### config.mk
export PLATFORM = sky130hd
export DESIGN_NAME = fetch_unit
export DESIGN_NICKNAME = d
export VERILOG_FILES = /design/src/rtl/riscv_pkg.sv /design/src/rtl/fetch_fifo.sv /design/src/rtl/fetch_unit.sv
export SDC_FILE = /design/constraint.sdc
export NUM_CORES = 1
export LEC_CHECK = 0
export CAP_MARGIN = 20
export CORE_MARGIN = 2
export CORE_UTILIZATION = 40
export CTS_BUF_LIST = sky130_fd_sc_hd__clkbuf_4
export DETAILED_ROUTE_END_ITERATION = 8
export HOLD_SLACK_MARGIN = 0.15
export PLACE_DENSITY = 0.64
export SLEW_MARGIN = 5
export SYNTH_ARGS = -nofsm -noshare
export SYNTH_HDL_FRONTEND = slang
export SYNTH_SLANG_ARGS = --single-unit
### constraint.sdc
create_clock -name clk -period 4.5 [get_ports clk]
set_input_delay 0.45 -clock clk [delete_from_list [all_inputs] [get_ports clk]]
set_output_delay 0.45 -clock clk [all_outputs]
set_load 0.01 [all_outputs]
### src/rtl/riscv_pkg.sv
// Shared RV32 front-end definitions: NOP, opcodes, PC-select encodings,
// fetch FSM states and the instruction queue entry layout.
package riscv_pkg;

    localparam logic [31:0] NOP = 32'h0000_0013;

    localparam logic [6:0] OPC_LUI    = 7'b0110111;
    localparam logic [6:0] OPC_AUIPC  = 7'b0010111;
    localparam logic [6:0] OPC_JAL    = 7'b1101111;
    localparam logic [6:0] OPC_JALR   = 7'b1100111;
    localparam logic [6:0] OPC_BRANCH = 7'b1100011;
    localparam logic [6:0] OPC_LOAD   = 7'b0000011;
    localparam logic [6:0] OPC_STORE  = 7'b0100011;
    localparam logic [6:0] OPC_OP_IMM = 7'b0010011;
    localparam logic [6:0] OPC_OP     = 7'b0110011;
    localparam logic [6:0] OPC_SYSTEM = 7'b1110011;

    typedef enum logic [1:0] {
        PC_SEL_NEXT   = 2'h0,
        PC_SEL_BRANCH = 2'h1
    } pc_sel_t;

    typedef enum logic {
        FETCH = 1'b0,
        FLUSH = 1'b1
    } fetch_state_t;

    typedef struct packed {
        logic [31:0] instr;
        logic [31:0] pc;
    } iq_entry_t;

endpackage

### src/rtl/fetch_fifo.sv
// Small synchronous FIFO with flush; push and pop may happen in the same cycle.
// DEPTH must be a power of two so the pointers wrap naturally.
module fetch_fifo #(
    parameter int WIDTH = 32,
    parameter int DEPTH = 2
) (
    input  logic                       clk,
    input  logic                       reset,
    input  logic                       flush,
    input  logic                       push,
    input  logic [WIDTH-1:0]           wdata,
    input  logic                       pop,
    output logic [WIDTH-1:0]           rdata,
    output logic [$clog2(DEPTH+1)-1:0] count
);

    localparam int AW = $clog2(DEPTH);
    localparam int CW = $clog2(DEPTH+1);

    logic [WIDTH-1:0] mem_q [DEPTH];
    logic [AW-1:0]    wr_ptr_q, rd_ptr_q;
    logic [CW-1:0]    count_q, count_d;
    logic             do_push, do_pop;

    assign do_push = push && !flush;
    assign do_pop  = pop && !flush && (count_q != '0);

    // NOTE: every variable written here gets its value on all paths, so no latch is inferred.
    always_comb begin
        count_d = count_q + CW'(do_push) - CW'(do_pop);
    end

    // NOTE: sequential state uses non-blocking assignments so all registers update together.
    always_ff @(posedge clk) begin
        if (reset || flush) begin
            wr_ptr_q <= '0;
            rd_ptr_q <= '0;
            count_q  <= '0;
        end else begin
            if (do_push) wr_ptr_q <= wr_ptr_q + AW'(1);
            if (do_pop)  rd_ptr_q <= rd_ptr_q + AW'(1);
            count_q <= count_d;
        end
    end

    // NOTE: storage is not reset; count_q alone decides which entries are live.
    always_ff @(posedge clk) begin
        if (do_push) mem_q[wr_ptr_q] <= wdata;
    end

    assign rdata = mem_q[rd_ptr_q];
    assign count = count_q;

endmodule

### src/rtl/fetch_unit.sv
// Instruction fetch stage: owns the PC, issues word-aligned memory requests and
// queues returned words for the decoder, dropping responses made stale by redirects.
module fetch_unit
    import riscv_pkg::*;
#(
    parameter logic [31:0] RESET_PC = 32'h0000_0000,
    parameter int          DEPTH    = 2
) (
    input  logic        clk,
    input  logic        reset,
    output logic        imem_req_valid,
    input  logic        imem_req_ready,
    output logic [31:0] imem_req_addr,
    input  logic        imem_rsp_valid,
    input  logic [31:0] imem_rsp_data,
    input  logic        redirect_valid,
    input  logic [31:0] redirect_pc,
    output logic        instr_valid,
    input  logic        instr_ready,
    output logic [31:0] instr,
    output logic [31:0] instr_pc
);

    localparam int CW = $clog2(DEPTH+1);
    localparam int SW = CW + 2;

    fetch_state_t  state_q, state_d;
    pc_sel_t       pc_sel;
    logic [31:0]   fetch_pc_q, fetch_pc_d;
    logic [CW-1:0] inflight_q, inflight_d;
    logic [CW-1:0] drop_cnt_q, drop_cnt_d;
    logic [CW-1:0] iq_count, tq_count;
    logic [SW-1:0] outstanding;
    logic [31:0]   tag_pc;
    iq_entry_t     iq_wdata, iq_head;
    logic          req_fire, rsp_keep, rsp_drop, pop_fire;

    // Queued words, live requests and to-be-dropped responses share one DEPTH budget.
    assign outstanding    = SW'(iq_count) + SW'(inflight_q) + SW'(drop_cnt_q);
    assign imem_req_valid = !reset && !redirect_valid && (outstanding < SW'(DEPTH));
    assign imem_req_addr  = fetch_pc_q;
    assign req_fire       = imem_req_valid && imem_req_ready;

    assign instr_valid = (iq_count != '0);
    assign pop_fire    = instr_valid && instr_ready;
    assign instr       = instr_valid ? iq_head.instr : NOP;
    assign instr_pc    = instr_valid ? iq_head.pc : 32'h0;

    always_ff @(posedge clk) begin
        if (reset) state_q <= FETCH;
        else       state_q <= state_d;
    end

    always_comb begin
        state_d = (drop_cnt_d != '0) ? FLUSH : FETCH;
    end

    always_comb begin
        rsp_keep = 1'b0;
        rsp_drop = 1'b0;
        case (state_q)
            FETCH:   rsp_keep = imem_rsp_valid;
            FLUSH:   rsp_drop = imem_rsp_valid;
            default: ;
        endcase
    end

    always_comb begin
        pc_sel     = redirect_valid ? PC_SEL_BRANCH : PC_SEL_NEXT;
        fetch_pc_d = fetch_pc_q;
        inflight_d = inflight_q;
        drop_cnt_d = drop_cnt_q;
        case (pc_sel)
            PC_SEL_BRANCH: begin
                // A response landing in the redirect cycle is already discarded by the flush.
                fetch_pc_d = redirect_pc & 32'hFFFF_FFFC;
                inflight_d = '0;
                drop_cnt_d = drop_cnt_q + inflight_q - CW'(imem_rsp_valid);
            end
            default: begin
                if (req_fire) fetch_pc_d = fetch_pc_q + 32'd4;
                inflight_d = inflight_q + CW'(req_fire) - CW'(rsp_keep);
                drop_cnt_d = drop_cnt_q - CW'(rsp_drop);
            end
        endcase
    end

    always_ff @(posedge clk) begin
        if (reset) begin
            fetch_pc_q <= RESET_PC;
            inflight_q <= '0;
            drop_cnt_q <= '0;
        end else begin
            fetch_pc_q <= fetch_pc_d;
            inflight_q <= inflight_d;
            drop_cnt_q <= drop_cnt_d;
        end
    end

    fetch_fifo #(.WIDTH(32), .DEPTH(DEPTH)) u_tag_q (
        .clk   (clk),
        .reset (reset),
        .flush (redirect_valid),
        .push  (req_fire),
        .wdata (fetch_pc_q),
        .pop   (rsp_keep),
        .rdata (tag_pc),
        .count (tq_count)
    );

    assign iq_wdata = '{instr: imem_rsp_data, pc: tag_pc};

    fetch_fifo #(.WIDTH($bits(iq_entry_t)), .DEPTH(DEPTH)) u_instr_q (
        .clk   (clk),
        .reset (reset),
        .flush (redirect_valid),
        .push  (rsp_keep),
        .wdata (iq_wdata),
        .pop   (pop_fire),
        .rdata (iq_head),
        .count (iq_count)
    );

    a_no_overflow: assert property (@(posedge clk) disable iff (reset)
        rsp_keep |-> (iq_count < CW'(DEPTH)));
    a_tag_present: assert property (@(posedge clk) disable iff (reset)
        rsp_keep |-> (tq_count != '0));

endmodule
==> Word-level counts from Yosys, hierarchy flattened <==
Memories as Yosys holds them, arrays and structs flattened. A register that Yosys moved wholly into a read port is not among the register bits.
Index checks and enable logic that the tools add are counted.
{ "totals": {"reg_bits": 45, "ram_bits": 192, "in_bits": 70, "word_cells": 65, "memories": 2} }
{ "mem_list": {"columns": ["memory", "depth", "width", "rd", "rd_ports_with_merged_regs", "wr", "line", "text"], "rows": [
  ["u_instr_q.mem_q", 2, 64, 1, 1, 1, "fetch_fifo.sv:20", "logic [WIDTH-1:0] mem_q [DEPTH];"],
  ["u_tag_q.mem_q", 2, 32, 1, 1, 1, "fetch_fifo.sv:20", null]
]} }
{ "op_classes": {"n_addsub": 16, "magnitude_cmp": 1, "n_eq_ne": 1, "n_mux": 17, "n_reduce_logical": 17} }
{ "ops": {"columns": ["operator", "count"], "rows": [
  ["32-bit two-way mux", 4],
  ["32-bit by 3-bit adder with 32-bit output, second input constant", 1],
  ["1-bit two-way mux", 12],
  ["2-bit by 1-bit subtractor with 2-bit output", 5],
  ["1-bit logical AND", 9],
  ["2-bit nonzero test", 4],
  ["2-bit by 1-bit adder with 2-bit output", 3],
  ["1-bit adder, second input constant", 4],
  ["3-bit by 2-bit adder with 4-bit output", 1],
  ["4-bit by 2-bit less-than comparator with 1-bit output, second input constant", 1],
  ["2-bit by 2-bit adder with 3-bit output", 1],
  ["2-bit adder", 1],
  ["1-bit zero test", 2],
  ["2-bit two-way mux", 1],
  ["2-bit OR reduction", 1],
  ["1-bit == test, second input constant", 1],
  ["1-bit logical OR", 1]
]} }

==> Logic depth before layout (Yosys ltp) <==
{ "logic_depth": {"word_depth": 8, "ltp_mapped": 16} }

==> Cells and area by module <==
From an unflattened synthesis, not the netlist that was laid out.
{ "hier_totals": {"hier_cells": 699, "hier_area_um2": 10098.4} }
{ "modules_own_cells": {"columns": ["module", "instances", "cells_per_inst", "area_each_um2", "seq_area_each_um2"], "rows": [
  ["fetch_fifo (u_instr_q)", 1, 224, 4889.7, 3943.8],
  ["fetch_unit", 1, 350, 2637.5, 700.7],
  ["fetch_fifo (u_tag_q)", 1, 125, 2571.2, 2021.9]
]} }

==> Worst setup path after synthesis <==
Ideal clock, no wire load.
{ "synth_timing": {"path_kind": "input-to-reg", "start": "input redirect_valid", "end": "memory u_instr_q.mem_q[0][10] in the netlist's numbering, enable pin", "setup_ns": 0.490, "t_arrival_ns": 3.724, "setup_slack_ns": 0.286, "cell_stages": 4, "path_buffers": 1, "cell_sequence": "buf_6 clkinv_1 and2_0 nor2b_1"} }
{ "synth_between": {"elab_chain_cells": 4} }
{ "synth_rtl": {"columns": ["element", "line", "text"], "rows": [
  ["start, declared", "fetch_unit.sv:16", "input logic redirect_valid,"],
  ["1-bit zero test", "fetch_fifo.sv:25", "assign do_push = push && !flush;"],
  ["1-bit logical AND", "fetch_fifo.sv:25", null],
  ["named net u_instr_q.do_push", "fetch_fifo.sv:23", "logic do_push, do_pop;"],
  ["1-bit two-way mux", "fetch_fifo.sv:48", "if (do_push) mem_q[wr_ptr_q] <= wdata;"],
  ["1-bit two-way mux (implied by the code)", "fetch_fifo.sv:48", null],
  ["end, declared", "fetch_fifo.sv:20", null]
]} }
The timed path passes the listed nets, and every way through them passes these cells.

==> Worst setup path in the final report <==
{ "layout_timing": {"start": "register inflight_q[1]", "end": "memory u_tag_q.mem_q[0][3], enable pin"} }
{ "layout_between": {"elab_chain_cells": 8} }
{ "layout_rtl": {"columns": ["element", "line", "text"], "rows": [
  ["start, declared", "fetch_unit.sv:30", "logic [CW-1:0] inflight_q, inflight_d;"],
  ["start signal, assigned", "fetch_unit.sv:95", "inflight_q <= inflight_d;"],
  ["2-bit by 2-bit adder with 3-bit output", "fetch_unit.sv:39", "assign outstanding = SW'(iq_count) + SW'(inflight_q) + SW'(drop_cnt_q);"],
  ["3-bit by 2-bit adder with 4-bit output", "fetch_unit.sv:39", null],
  ["4-bit by 2-bit less-than comparator with 1-bit output", "fetch_unit.sv:40", "assign imem_req_valid = !reset && !redirect_valid && (outstanding < SW'(DEPTH));"],
  ["1-bit logical AND", "fetch_unit.sv:40", null],
  ["1-bit logical AND", "fetch_unit.sv:42", "assign req_fire = imem_req_valid && imem_req_ready;"],
  ["1-bit logical AND", "fetch_fifo.sv:25", null],
  ["1-bit two-way mux", "fetch_fifo.sv:48", null],
  ["1-bit two-way mux (implied by the code)", "fetch_fifo.sv:48", null],
  ["end, declared", "fetch_fifo.sv:20", null]
]} }
No other way between the ends.

==> key figures <==
Run status
  • Status: finished clean

Detailed routing
  • Per-cell routed wire length: 16.5 µm
  • Post-route ant nets: 0
  • Vias/cell: 4.86
  • Drt initial violations: 316
  • Vias: 6024
  • Wirelength, routed: between 20000 and 25000 µm
  • Drt pass-1 iters: 5
  • # DRC: 0

Critical path
  • Worst-path maximum fanout: 37
  • Slowest Stage Delay on Critical Path: 0.53 ns
  • Setup crit start kind: register
  • Crit path DAT: 3.74 ns
  • Slowest cell on crit path: fa_1
  • Largest delay share family, worst path: simple AND/OR/NAND/NOR gates
  • Req. time, crit path: 4.81 ns
  • Most common cell on crit path: inv_1
  • Critical path start-end classification: reg -> reg
  • Critical Path End Type: register
  • Critical path buffer and inverter count: 4
  • Worst path cell trace: inv_1, fa_1, inv_1, ha_1, nor3b_1, and3_1, inv_4, nor2_2, buf_4

Floorplanning
  • Core Footprint: approximately 23000 µm²
  • Initial core utilization: 0.406
  • Row count: 56
  • Die ar.: between 20000 and 25000 µm²
  • Chip width: 158 µm
  • I/O pins: 168
  • Die height: between 150 and 200 µm

Final layout
  • Final #Nets: 956
  • Fraction of layout cells with a size suffix above 1: 0.183
  • Fin cells: 1239
  • Area growth syn-to-layout: 29.5%
  • Fin area: between 10000 and 15000 µm²

Global route
  • Met2 GRT Util: 0.276
  • Antenna violations before repair: 1
  • Vias in the first global route: 5909
  • GRT Max-Usage Layer: met2
  • Pin count of the biggest net entering global routing: 63
  • GR Util met1: 0.212
  • Total gr overflow: 0
  • GR Util All Layers: 0.165
  • First-pass GRT wire length: around 31000 µm
  • Met3 Usage GRT: 0.0400

Power
  • Power Dens Cells: 386 nW/µm²
  • Leak: 4.14 nW
  • VDD IR max: roughly 160 µV

Synthesis
  • Post-synthesis sequential area ratio: 0.679
  • Mapped Area: 9470 µm²
  • Ys flop type: edfxtp_1
  • Mean Syn Cell Area: 14.0 µm²
  • Register bit count reported by yosys: 229
  • Synth warn: 0
  • Post-Syn Instances: 674
  • Distinct cells, synth: 56
  • Synth async-reset ratio: 0
  • EDFF count, synth: 184

STA
  • Fmax: 0.292 GHz
  • Slew @ Worst Pin: 0.949 ns
  • Final period util: 0.761
  • Final Setup Violations: 0
  • Worst Setup Slack, final: 1.07 ns
  • Unrepaired setup endpoints after global routing: no
  • Slew Viols, Final: 0
  • Final Hold Vio Count: 0
  • Rel. slew slack: 0.368
  • Min Tclk post-route: between 3 and 4 ns
  • Clock Skew: 0.0357 ns
  • Post-route setup TNS: 0 ns

CTS
  • CTS tree: yes
  • Hold_buf cts: 0
  • Clk sink count: between 200 and 250
  • # resized after CTS: 0
  • H-tree Lvls: 2
  • CTS buffer count: 60
  • Clock-pin slew on the worst setup and hold paths: 0.06 ns
  • Setup bufs post-CTS: 0
  • Worst skew pair latency: 0.68 ns
  • Clock Tree Root: clkbuf_4
  • Longest Clk Path Bufs: 3

Place
  • Last weighted congestion value of the routability-driven placer: 0.794
  • Post-DP HPWL: around 13000 µm
  • Port Buffers: 161
  • Placement Cell Area: 11400 µm²
  • Post-place setup slack: 1.09 ns
  • Cell count after placement: 1129

Flow run
  • MaxCap Viol Count: 0

Min path
  • HP Class: in -> reg
-- sequential cells by signal, indices dropped and copies added, names as in the netlist, named ones only --
register	flops
drop_cnt_q	2
imem_req_addr	30
inflight_q	2
state_q	1
u_instr_q.count	2
u_instr_q.mem_q	124
u_instr_q.rd_ptr_q	1
u_instr_q.wr_ptr_q	1
u_tag_q.count	2
u_tag_q.mem_q	60
u_tag_q.rd_ptr_q	1
u_tag_q.wr_ptr_q	1
-- cell usage in the layout (no fill, tap or decap), types with 3 or more instances in the layout --
master,instances
edfxtp_1,184
o21ai_0,6
nor3_1,10
ha_1,13
clkinv_1,5
a211oi_1,5
and4_1,4
mux2_2,31
a31oi_1,16
conb_1,4
nand3_1,12
buf_4,9
a21oi_1,12
inv_1,16
nand2_1,25
and3_1,3
nor2_1,86
nor4_2,3
xnor2_1,21
clkbuf_4,100
nand4_1,4
o22ai_1,10
dfxtp_1,44
xor2_1,7
mux2i_1,62
and2_1,18
clkdlybuf4s50_1,161
-- routing by layer --
| layer | share of wire | vias up |
|---|---|---|
| met1 | 0.44 | 2868 |
| li1 | - | 2914 |
| met3 | 0.061 | 35 |
| met2 | 0.48 | 207 |
| met4 | 0.018 | 0 |
| met5 | 0 | - |
-- metrics by stage --
stage | utilization | hold WS [ns] | power, W
2_1_floorplan | - | 0.472 | 0.00270
3_3_place_gp | 0.489 | 0.489 | 0.00291
3_5_place_dp | 0.490 | 0.490 | 0.00292
6_report | 0.525 | 0.343 | 0.00473
4_1_cts | 0.525 | 0.286 | 0.00480
5_1_grt | 0.525 | 0.309 | 0.00495
-- tightest hold or removal path, cell delays in order --
cell,delay (ns)
clkdlybuf4s50_1,0.39
nand2_1,0.06
a21oi_1,0.05
-- cells by family after synthesis --
| kind of cell | synth area share |
|---|---|
| DFF | 0.679 |
| xor gates and xnor gates | 0.0259 |
| buffers and inverters | 0.0279 |
| muxes | 0.102 |
| other | 0.000396 |
| adders and majority gates | 0.0193 |
| and+or+nand+nor | 0.100 |
| AOI/OAI and AO/OA | 0.0449 |
-- Yosys cell counts, drive strengths merged (12+ instances only) --
library cell  instances  area [µm²]
inv                  17        66.3
edfxtp              184        5530
nand2                26         100
a31oi                16         100
xnor2                21         184
and2                 19         119
nand3                12        60.1
a21oi                12        60.1
buf                  20         123
mux2                 31         349
mux2i                62         621
ha                   13         163
clkbuf               19        71.3
dfxtp                45         901
nor2                 89         350
-- final timing paths --
kind | startpoint | cells past startpoint | endpoint | slack [ns]
setup reg to reg | inflight_q[1] | 9 | u_tag_q.mem_q[0][3] | 1.07
setup / recovery | inflight_q[1] | 9 | u_tag_q.mem_q[0][3] | 1.07
hold reg to reg | imem_req_addr[31] | 0 | u_tag_q.mem_q[1][31] | 0.50
hold / removal | redirect_pc[5] | 3 | imem_req_addr[5] | 0.34
-- cell type report --
type,count,area [µm²]
Inverter,18,70.1
Antenna cell,1,2.50
Timing Repair Buffer,172,1730
Fill cell,2029,11100
Multi-Input combinational cell,391,2810
Clock inverter,9,66.3
Clock buffer,100,751
Tap cell,319,399
Sequential cell,229,6430
-- power by group --
| group | total, W | internal, W | switching, W |
|---|---|---|---|
| clock network | 0.00186 | 0.00105 | 0.000810 |
| registers | 0.00244 | 0.00238 | 0.0000612 |
| logic | 0.000424 | 0.000215 | 0.000209 |
| total | 0.00473 | 0.00365 | 0.00108 |
No activity file was read; power rests on OpenSTA's default activity.
